==> config.mk <==
export PLATFORM = sky130hd
export DESIGN_NAME = axis_seq_packer
export DESIGN_NICKNAME = d
export VERILOG_FILES = /design/src/rtl/axis_dbg_pkg.sv /design/src/rtl/axis_skid2.sv /design/src/rtl/axis_seq_packer.sv
export SDC_FILE = /design/constraint.sdc
export NUM_CORES = 1
export LEC_CHECK = 0
export CAP_MARGIN = 20
export CORE_MARGIN = 5
export CORE_UTILIZATION = 49
export CTS_CLUSTER_SIZE = 20
export DETAILED_ROUTE_END_ITERATION = 7
export PLACE_DENSITY = 0.88
export SYNTH_ARGS = -nofsm -noshare
export SYNTH_HDL_FRONTEND = slang
export SYNTH_SLANG_ARGS = --single-unit
==> constraint.sdc <==
create_clock -name clk -period 1.98 [get_ports clk]
set_input_delay 0.396 -clock clk [delete_from_list [all_inputs] [get_ports clk]]
set_output_delay 0.396 -clock clk [all_outputs]
set_load 0.03 [all_outputs]
==> src/rtl/axis_dbg_pkg.sv <==
// Shared types for the AXI-Stream debug path: data width, checker states, buffer entry.
// AXIS_SEQ_PACKER_ERR_TAG_EN adds a per-word error tag to the buffer entry.
package axis_dbg_pkg;

   localparam int AXIS_DATA_W = 32;

   typedef enum logic {SYNC, CHECK} chk_state_e;

   typedef struct packed {
      logic [AXIS_DATA_W-1:0] data;
      logic                   last;
`ifdef AXIS_SEQ_PACKER_ERR_TAG_EN
      logic                   user;
`endif
   } buf_entry_t;

   localparam int ENTRY_W = $bits(buf_entry_t);

endpackage

==> src/rtl/axis_skid2.sv <==
// Generic 2-entry skid buffer with a registered ready; head entry drives the output.
module axis_skid2 #(
   parameter int W = 8
) (
   input  logic         clk,
   input  logic         rst,
   input  logic [W-1:0] in_data,
   input  logic         in_valid,
   output logic         in_ready,
   output logic [W-1:0] out_data,
   output logic         out_valid,
   input  logic         out_ready
);

   logic [W-1:0] head_q, head_d, tail_q, tail_d;
   logic [1:0]   cnt_q, cnt_d;
   logic         rdy_q, rdy_d;
   logic         push, pop;

   assign push      = in_valid & rdy_q;
   assign pop       = (cnt_q != 2'd0) & out_ready;
   assign in_ready  = rdy_q;
   assign out_valid = (cnt_q != 2'd0);
   assign out_data  = head_q;

   always_comb begin
      head_d = head_q;
      tail_d = tail_q;
      cnt_d  = cnt_q;
      case ({push, pop})
         2'b10: begin
            if (cnt_q == 2'd0) head_d = in_data;
            else               tail_d = in_data;
            cnt_d = cnt_q + 2'd1;
         end
         2'b01: begin
            head_d = tail_q;
            cnt_d  = cnt_q - 2'd1;
         end
         // Push while full is impossible (ready is low), so occupancy is 1 here.
         2'b11: head_d = in_data;
         default: ;
      endcase
      rdy_d = (cnt_d < 2'd2);
   end

   always_ff @(posedge clk) begin
      if (rst) begin
         head_q <= '0;
         tail_q <= '0;
         cnt_q  <= 2'd0;
         rdy_q  <= 1'b0;
      end else begin
         head_q <= head_d;
         tail_q <= tail_d;
         cnt_q  <= cnt_d;
         rdy_q  <= rdy_d;
      end
   end

endmodule

==> src/rtl/axis_seq_packer.sv <==
// Counter-stream sequence checker and fixed-length packetizer with TLAST framing.
// Define AXIS_SEQ_PACKER_ERR_TAG_EN to add out_TUSER marking mismatching words.
module axis_seq_packer
   import axis_dbg_pkg::*;
#(
   parameter int PKT_LEN = 16,
   parameter int CNT_W   = 16
) (
   input  logic                   clk,
   input  logic                   rst,
   input  logic [AXIS_DATA_W-1:0] in_TDATA,
   input  logic                   in_TVALID,
   output logic                   in_TREADY,
   output logic [AXIS_DATA_W-1:0] out_TDATA,
   output logic                   out_TVALID,
   input  logic                   out_TREADY,
   output logic                   out_TLAST,
   output logic                   seq_err,
   output logic [CNT_W-1:0]       err_count,
   output logic [CNT_W-1:0]       pkt_count
`ifdef AXIS_SEQ_PACKER_ERR_TAG_EN
   ,output logic                  out_TUSER
`endif
);

   localparam int IDX_W = (PKT_LEN > 1) ? $clog2(PKT_LEN) : 1;

   chk_state_e             state_q, state_d;
   logic [AXIS_DATA_W-1:0] exp_q, exp_d;
   logic [IDX_W-1:0]       idx_q, idx_d;
   logic                   seq_err_q, seq_err_d;
   logic [CNT_W-1:0]       err_cnt_q, err_cnt_d;
   logic [CNT_W-1:0]       pkt_cnt_q, pkt_cnt_d;

   buf_entry_t         in_ent, out_ent;
   logic [ENTRY_W-1:0] out_vec;
   logic               in_fire, out_fire, is_last, mismatch;

   assign in_fire  = in_TVALID & in_TREADY;
   assign out_fire = out_TVALID & out_TREADY;
   assign is_last  = (idx_q == IDX_W'(PKT_LEN - 1));
   assign mismatch = in_fire && (state_q == CHECK) && (in_TDATA != exp_q);

   always_comb begin
      in_ent      = '0;
      in_ent.data = in_TDATA;
      in_ent.last = is_last;
`ifdef AXIS_SEQ_PACKER_ERR_TAG_EN
      in_ent.user = mismatch;
`endif
   end

   always_comb begin
      state_d   = state_q;
      exp_d     = exp_q;
      idx_d     = idx_q;
      seq_err_d = seq_err_q;
      err_cnt_d = err_cnt_q;
      pkt_cnt_d = pkt_cnt_q;
      // Every accepted word, good or bad, becomes the new reference point.
      if (in_fire) begin
         state_d = CHECK;
         exp_d   = in_TDATA + 32'd1;
         idx_d   = is_last ? '0 : idx_q + IDX_W'(1);
      end
      if (mismatch) begin
         seq_err_d = 1'b1;
         if (err_cnt_q != '1) err_cnt_d = err_cnt_q + CNT_W'(1);
      end
      if (out_fire && out_ent.last) pkt_cnt_d = pkt_cnt_q + CNT_W'(1);
   end

   always_ff @(posedge clk) begin
      if (rst) begin
         state_q   <= SYNC;
         exp_q     <= '0;
         idx_q     <= '0;
         seq_err_q <= 1'b0;
         err_cnt_q <= '0;
         pkt_cnt_q <= '0;
      end else begin
         state_q   <= state_d;
         exp_q     <= exp_d;
         idx_q     <= idx_d;
         seq_err_q <= seq_err_d;
         err_cnt_q <= err_cnt_d;
         pkt_cnt_q <= pkt_cnt_d;
      end
   end

   axis_skid2 #(.W(ENTRY_W)) u_skid (
      .clk       (clk),
      .rst       (rst),
      .in_data   (in_ent),
      .in_valid  (in_TVALID),
      .in_ready  (in_TREADY),
      .out_data  (out_vec),
      .out_valid (out_TVALID),
      .out_ready (out_TREADY)
   );

   assign out_ent    = buf_entry_t'(out_vec);
   assign out_TDATA  = out_ent.data;
   assign out_TLAST  = out_ent.last;
`ifdef AXIS_SEQ_PACKER_ERR_TAG_EN
   assign out_TUSER  = out_ent.user;
`endif
   assign seq_err    = seq_err_q;
   assign err_count  = err_cnt_q;
   assign pkt_count  = pkt_cnt_q;

endmodule
Word level (Yosys, flattened, before mapping) --
Index checks and enable logic that the tools add are counted.
Operators by class: bitwise operators 3, $lt $le $gt $ge 1, $mul 0, equality and inequality tests 7, $add $sub $neg 6, multiplexer cells 4, reduce and logical (&&, ||, !) cells 9, divide/modulo/power cells 0, shift-type cells 0
Operator list (count):
- one-hot mux 33 bit (3 select lines) | 1
- two-way mux 33 bit | 1
- adder 16 x 1 -> 16 bit, second input constant | 2
- adder 32 x 1 -> 32 bit, second input constant | 1
- != test 32 bit | 1
- != test 16 bit, second input constant | 1
- AND reduction 2 bit | 3
- adder 4 x 1 -> 4 bit, second input constant | 1
- == test 2 bit, second input constant | 2
- == test 4 bit, second input constant | 1
- two-way mux 4 bit | 1
- one-hot mux 2 bit (2 select lines) | 1
- logical AND 1 bit | 3
- nonzero test 3 bit | 1
- adder 2 x 1 -> 2 bit, second input constant | 1
- bitwise AND 1 bit | 2
- == test 2 x 1 -> 1 bit, second input constant | 1
- logical NOT 2 bit | 1
- less-than comparator 2 bit, second input constant | 1
- != test 2 x 1 -> 1 bit, second input constant | 1
- nonzero test 2 bit | 1
- subtractor 2 x 1 -> 2 bit, second input constant | 1
- inverter 1 bit | 1
Storage, ports and cells: latch bits 0, word-level logic and storage cells 40, register bits after elaboration 139, ROM bits 0, bits in writable memories 0, memories kept 0

Depth between registers and ports, before layout --
depth in word-level cells 5, depth in mapped cells 10, gate-level depth less buffers 8

Hierarchy --
A second synthesis with hierarchy kept.
Unflattened totals: cell total of the unflattened synthesis 763, area, all modules 6618.8 sq um
Modules (own cells, without submodules):
- axis_seq_packer | instances 1, area each 3771.1 sq um, cells each 448, sequential area each 1401.3 sq um
- axis_skid2 | instances 1, area each 2847.7 sq um, cells each 315, sequential area each 1381.3 sq um

Worst setup path before layout --
Ideal clock, no wire load.
path kind reg2reg, from register u_skid.cnt_q[0], to register u_skid.head_q[10], in the netlist u_skid.out_data[10], arrival 2.255 ns, stages on the path, launching flop included 10, slack -0.413 ns, period minus slack after synthesis 2.393 ns, path through dfxtp_1 > or2_2 > clkbuf_1 > nand2_1 > inv_1 > ha_1 > clkbuf_1 > clkbuf_1 > mux2i_1 > a211oi_1
Between the ends: word-level cells in the longest chain between the ends 5
Ends and longest elaborated chain:
- start: declaration | RTL line axis_skid2.sv:16 | logic [1:0] cnt_q, cnt_d;
- start signal: assignment | RTL line axis_skid2.sv:56 | cnt_q <= cnt_d;
- nonzero test 2 bit (*)
- via out_TVALID | RTL line axis_seq_packer.sv:15 | output logic out_TVALID,
- bitwise AND 1 bit (*) | RTL line axis_skid2.sv:21 | assign pop = (cnt_q != 2'd0) & out_ready;
- == test 2 bit or == test 2 x 1 -> 1 bit (tied branches) | RTL line axis_skid2.sv:30 | case ({push, pop})
- != test 2 x 1 -> 1 bit (no source line) or nonzero test 3 bit (tied branches)
- AND reduction 2 bit (no source line)
- end signal: assignment | RTL line axis_skid2.sv:49 | head_q <= '0;
- end signal: assignment | RTL line axis_skid2.sv:54 | head_q <= head_d;
- end: declaration | RTL line axis_skid2.sv:15 | logic [W-1:0] head_q, head_d, tail_q, tail_d;
Mark *: on every way through the listed nets, which the timed path passes. The rest lies on a longest branch. A chain may end at the register's enable or synchronous reset.

Final worst setup path --
from register exp_q[9], to register err_cnt_q[6], in the netlist err_count[6]
Between the ends: word-level cells in the longest chain between the ends 3
Ends and longest elaborated chain:
- start: declaration | RTL line axis_seq_packer.sv:29 | logic [AXIS_DATA_W-1:0] exp_q, exp_d;
- start signal: assignment | RTL line axis_seq_packer.sv:83 | exp_q <= exp_d;
- != test 32 bit | RTL line axis_seq_packer.sv:42 | assign mismatch = in_fire && (state_q == CHECK) && (in_TDATA != exp_q);
- logical AND 1 bit | RTL line axis_seq_packer.sv:42
- AND reduction 2 bit (no source line)
- end signal: assignment | RTL line axis_seq_packer.sv:86 | err_cnt_q <= err_cnt_d;
- end: declaration | RTL line axis_seq_packer.sv:32 | logic [CNT_W-1:0] err_cnt_q, err_cnt_d;
No other way between the ends.

==> results.json <==
{
  "path_max_fanout": 10,
  "finalPower_mw": 10.4,
  "die_x_um": 125,
  "antenna_found_initial": 1,
  "firstDrtPassIters": 5,
  "cts_sinks": 139,
  "crit_type": "flop to flop",
  "core_sq_um": 13100,
  "post_cts_buffers": 0,
  "nNetsFinal": 946,
  "post-route-period-util_pct": 99.3,
  "die_h_um": 125,
  "fin_worst_skew_ps": 9.18,
  "worstPathRequired_ps": 2330,
  "htree_levels": 4,
  "worst_slew_pin_slew_ps": 385,
  "peakVddDrop_mv": 0.740,
  "grt_setup_unrepaired": "true",
  "cts_tree": "yes",
  "post-dp-hpwl_um": 11500,
  "power.density_nw_per_um2": 1160,
  "finalHoldViolations": 0,
  "wl_um": 17200,
  "reg2reg_slack_ps": 10,
  "clk_latency_ps": 420,
  "period_minus_slack_ps": 1970,
  "slew_headroom_pct": 74.3,
  "clockBufferDepth": 2,
  "path_delay_family": "simple AND/OR/NAND/NOR gates",
  "globalRouteOverflowTotal": 0,
  "clk_pin_slew_ps": 60,
  "drive_gt1_share_pct": 17.0,
  "synth_warnings": 0,
  "hold_path.class": "input port to flop",
  "stdcell_area_sq_um": 8960,
  "crit_chain": "xor2_2, nor4_1, buf_4, nand4_1, nor2_1, buf_6, or4_1, a21oi_1",
  "grt_pass1_wl_um": 28200,
  "status": "finished clean",
  "holdPathStages": 3,
  "detail_route.wl_per_cell_um": 15.7,
  "yosys_most_used_dff": "dfxtp_1",
  "via_count": 6028,
  "syn_inst": 769,
  "holdBufCountCts": 0,
  "cp.buffers_inverters": 2,
  "slowest_stage": "or4_1",
  "pin_count": 104,
  "syn-num-nets": 811,
  "fp-row-count": 42,
  "startpoint_type": "flop",
  "whs_endpoint": "u_skid.tail_q[20]$_SDFFE_PP0P_",
  "synth-edff-count": 0,
  "drv_cap": 0,
  "ys_seq_area_share_pct": 42.7,
  "ctsRootBufferMaster": "clkbuf_16",
  "ys_ff_latch": 139,
  "postRouteAntennaNets": 0,
  "cp-end-kind": "flop",
  "arrival_ps": 2310,
  "max_freq_mhz": 509,
  "worstReg2RegStart": "exp_q[9]$_SDFFE_PP0P_",
  "syn2layout_area_growth_pct": 37.5,
  "cts_buffers": 17,
  "avgSynthCellArea_sq_um": 8.48,
  "synthArstFlopShare_pct": 0,
  "r2r-end": "err_count[6]$_SDFFE_PP0P_",
  "reg2regPathDepth": 8,
  "routabilityCongestion": 0.867,
  "slew_violations": 0,
  "fillers": 1012,
  "drc": 0,
  "grt_use_total_pct": 21.7,
  "p_leak_nw": 3.51,
  "grt_max_degree": 83,
  "initial_core_util_pct": 49.6,
  "grt_pass1_vias": 5807,
  "netlist_area_sq_um": 6520,
  "synthDistinctLibCells": 46,
  "setup_violations": 0,
  "drt_first_iter_violations": 404,
  "die_area_sq_um": 15700,
  "io_buffers": 103,
  "viasPerCell": 5.51,
  "place_area_sq_um": 8200,
  "hold_start": "in_TDATA[19]",
  "max_stage_delay_ps": 530
}
worst register-to-register path: cells and delay by family, from the launching register on:
| family | cells | cell delay [ps] |
|---|---|---|
| AO/OA/AOI/OAI | 1 | 190 |
| flip-flops | 1 | 390 |
| XOR/XNOR | 1 | 190 |
| AND/OR/NAND/NOR | 4 | 840 |
| buffers and inverters | 2 | 290 |
placed cells by master, fill, tap and decap left out, types with 7 or more instances in the layout:
master           netlist  routed
a21oi_1               44      43
buf_12                 0       8
nand2_1               99      98
dfxtp_1              139     131
nor3_1                10       9
buf_4                  2      65
dlymetal6s2s_1         0      14
inv_1                  7       7
a211oi_1              61      61
nand4_1               10      10
nor2_1               104     104
mux2i_1               34      34
and3_1                10      10
xor2_2                 0       8
xnor2_1               18      18
dfxtp_2                0       8
dlygate4sd2_1          0      22
clkbuf_16              0      17
clkdlybuf4s50_1        0      62
xor2_1                58      50
nor4_1                14       9
nand3_1               23      23
Yosys cell counts (all sizes together), types with 6 or more instances:
| library cell | number | area share (%) |
|---|---|---|
| inv | 7 | 0.40 |
| a211oi | 61 | 7.0 |
| nand4 | 12 | 1.5 |
| o21ai | 8 | 0.61 |
| nor4 | 15 | 1.5 |
| dfxtp | 139 | 43 |
| and4 | 7 | 0.94 |
| nor2 | 104 | 6.0 |
| mux2 | 6 | 1.0 |
| mux2i | 34 | 5.2 |
| or3 | 7 | 0.75 |
| nor2b | 6 | 0.58 |
| xnor2 | 18 | 2.4 |
| nand3 | 24 | 1.9 |
| buf | 18 | 1.4 |
| nor3 | 10 | 0.77 |
| nand2 | 99 | 5.7 |
| a21oi | 44 | 3.4 |
| xor2 | 58 | 7.8 |
| clkbuf | 45 | 2.6 |
| and3 | 10 | 0.96 |
| ha | 6 | 1.2 |
metrics by stage:
step / hold WS [ps] / setup WS [ps] / std cells / utilization, % / setup TNS, ps
after global placement: 441 / -615 / 1060 / 62.4 / -18840
after global routing: 314 / -103 / 1094 / 68.2 / -541
after detailed placement: 447 / -662 / 1060 / 62.4 / -20450
final: 288 / 14.6 / 1094 / 68.2 / 0
after floorplan: 432 / -46.9 / 769 / - / -439
after CTS: 367 / 5.88 / 1092 / 67.1 / 0
routing by layer:
metal	wire, um	global-route usage (%)
met2	8520	37.1
met1	7410	26.4
met5	0	0
met4	283	8.16
met3	962	5.59
cells by family after synthesis:
logic type	Yosys count	synth area share, %
compound gates	132	13.5
buf+inv	71	4.45
fa+ha+maj	6	1.15
simple gates	305	21.8
mux	40	6.26
flops	139	42.7
xor+xnor	76	10.2
where the power goes:
part | switching (mW) | leakage [nW] | total, mW | internal [mW]
clock | 1.17 | 0.307 | 3.31 | 2.14
combinational | 2.00 | 2.06 | 3.45 | 1.45
sequential | 0.310 | 1.14 | 3.64 | 3.33
sequential cells by signal (all words and copies together), names as in the netlist:
name and flops:
u_skid.out_data 33, u_skid.tail_q 33, exp_q 32, err_count 16, pkt_count 16, idx_q 4
u_skid.cnt_q 2, seq_err 1, state_q 1, u_skid.in_ready 1
layout make-up:
type / count / area [sq um] / area share [%]
Timing Repair Buffer: 179 / 1700 / 19.0
Multi-Input combinational cell: 559 / 3600 / 40.2
Clock buffer: 25 / 505 / 5.64
Tap cell: 176 / 220 / 2.46
Clock inverter: 7 / 110 / 1.23
Antenna cell: 1 / 2.50 / 0.0279
Inverter: 8 / 30.0 / 0.335
Sequential cell: 139 / 2790 / 31.2
worst max path at each step:
stage | startpoint | end | slack (ps) | depth (start not counted)
floorplan | in_TDATA[17] | exp_q[27]$_SDFFE_PP0P_ | -50 | 6
global placement | in_TDATA[18] | exp_q[27]$_SDFFE_PP0P_ | -610 | 6
detailed placement | in_TDATA[18] | exp_q[27]$_SDFFE_PP0P_ | -660 | 6
CTS | in_TDATA[11] | err_count[5]$_SDFFE_PP0P_ | 6 | 8
global route | exp_q[1]$_SDFFE_PP0P_ | err_count[6]$_SDFFE_PP0P_ | -100 | 8
finish | exp_q[9]$_SDFFE_PP0P_ | err_count[6]$_SDFFE_PP0P_ | 10 | 8
what timing repair did:
action                     in CTS  in global routing
setup endpoints to repair      35                 33
gates cloned                    0                  1
pin swaps                       6                 11
gates resized for setup        34                 47
(Power assumes the default switching activity.)
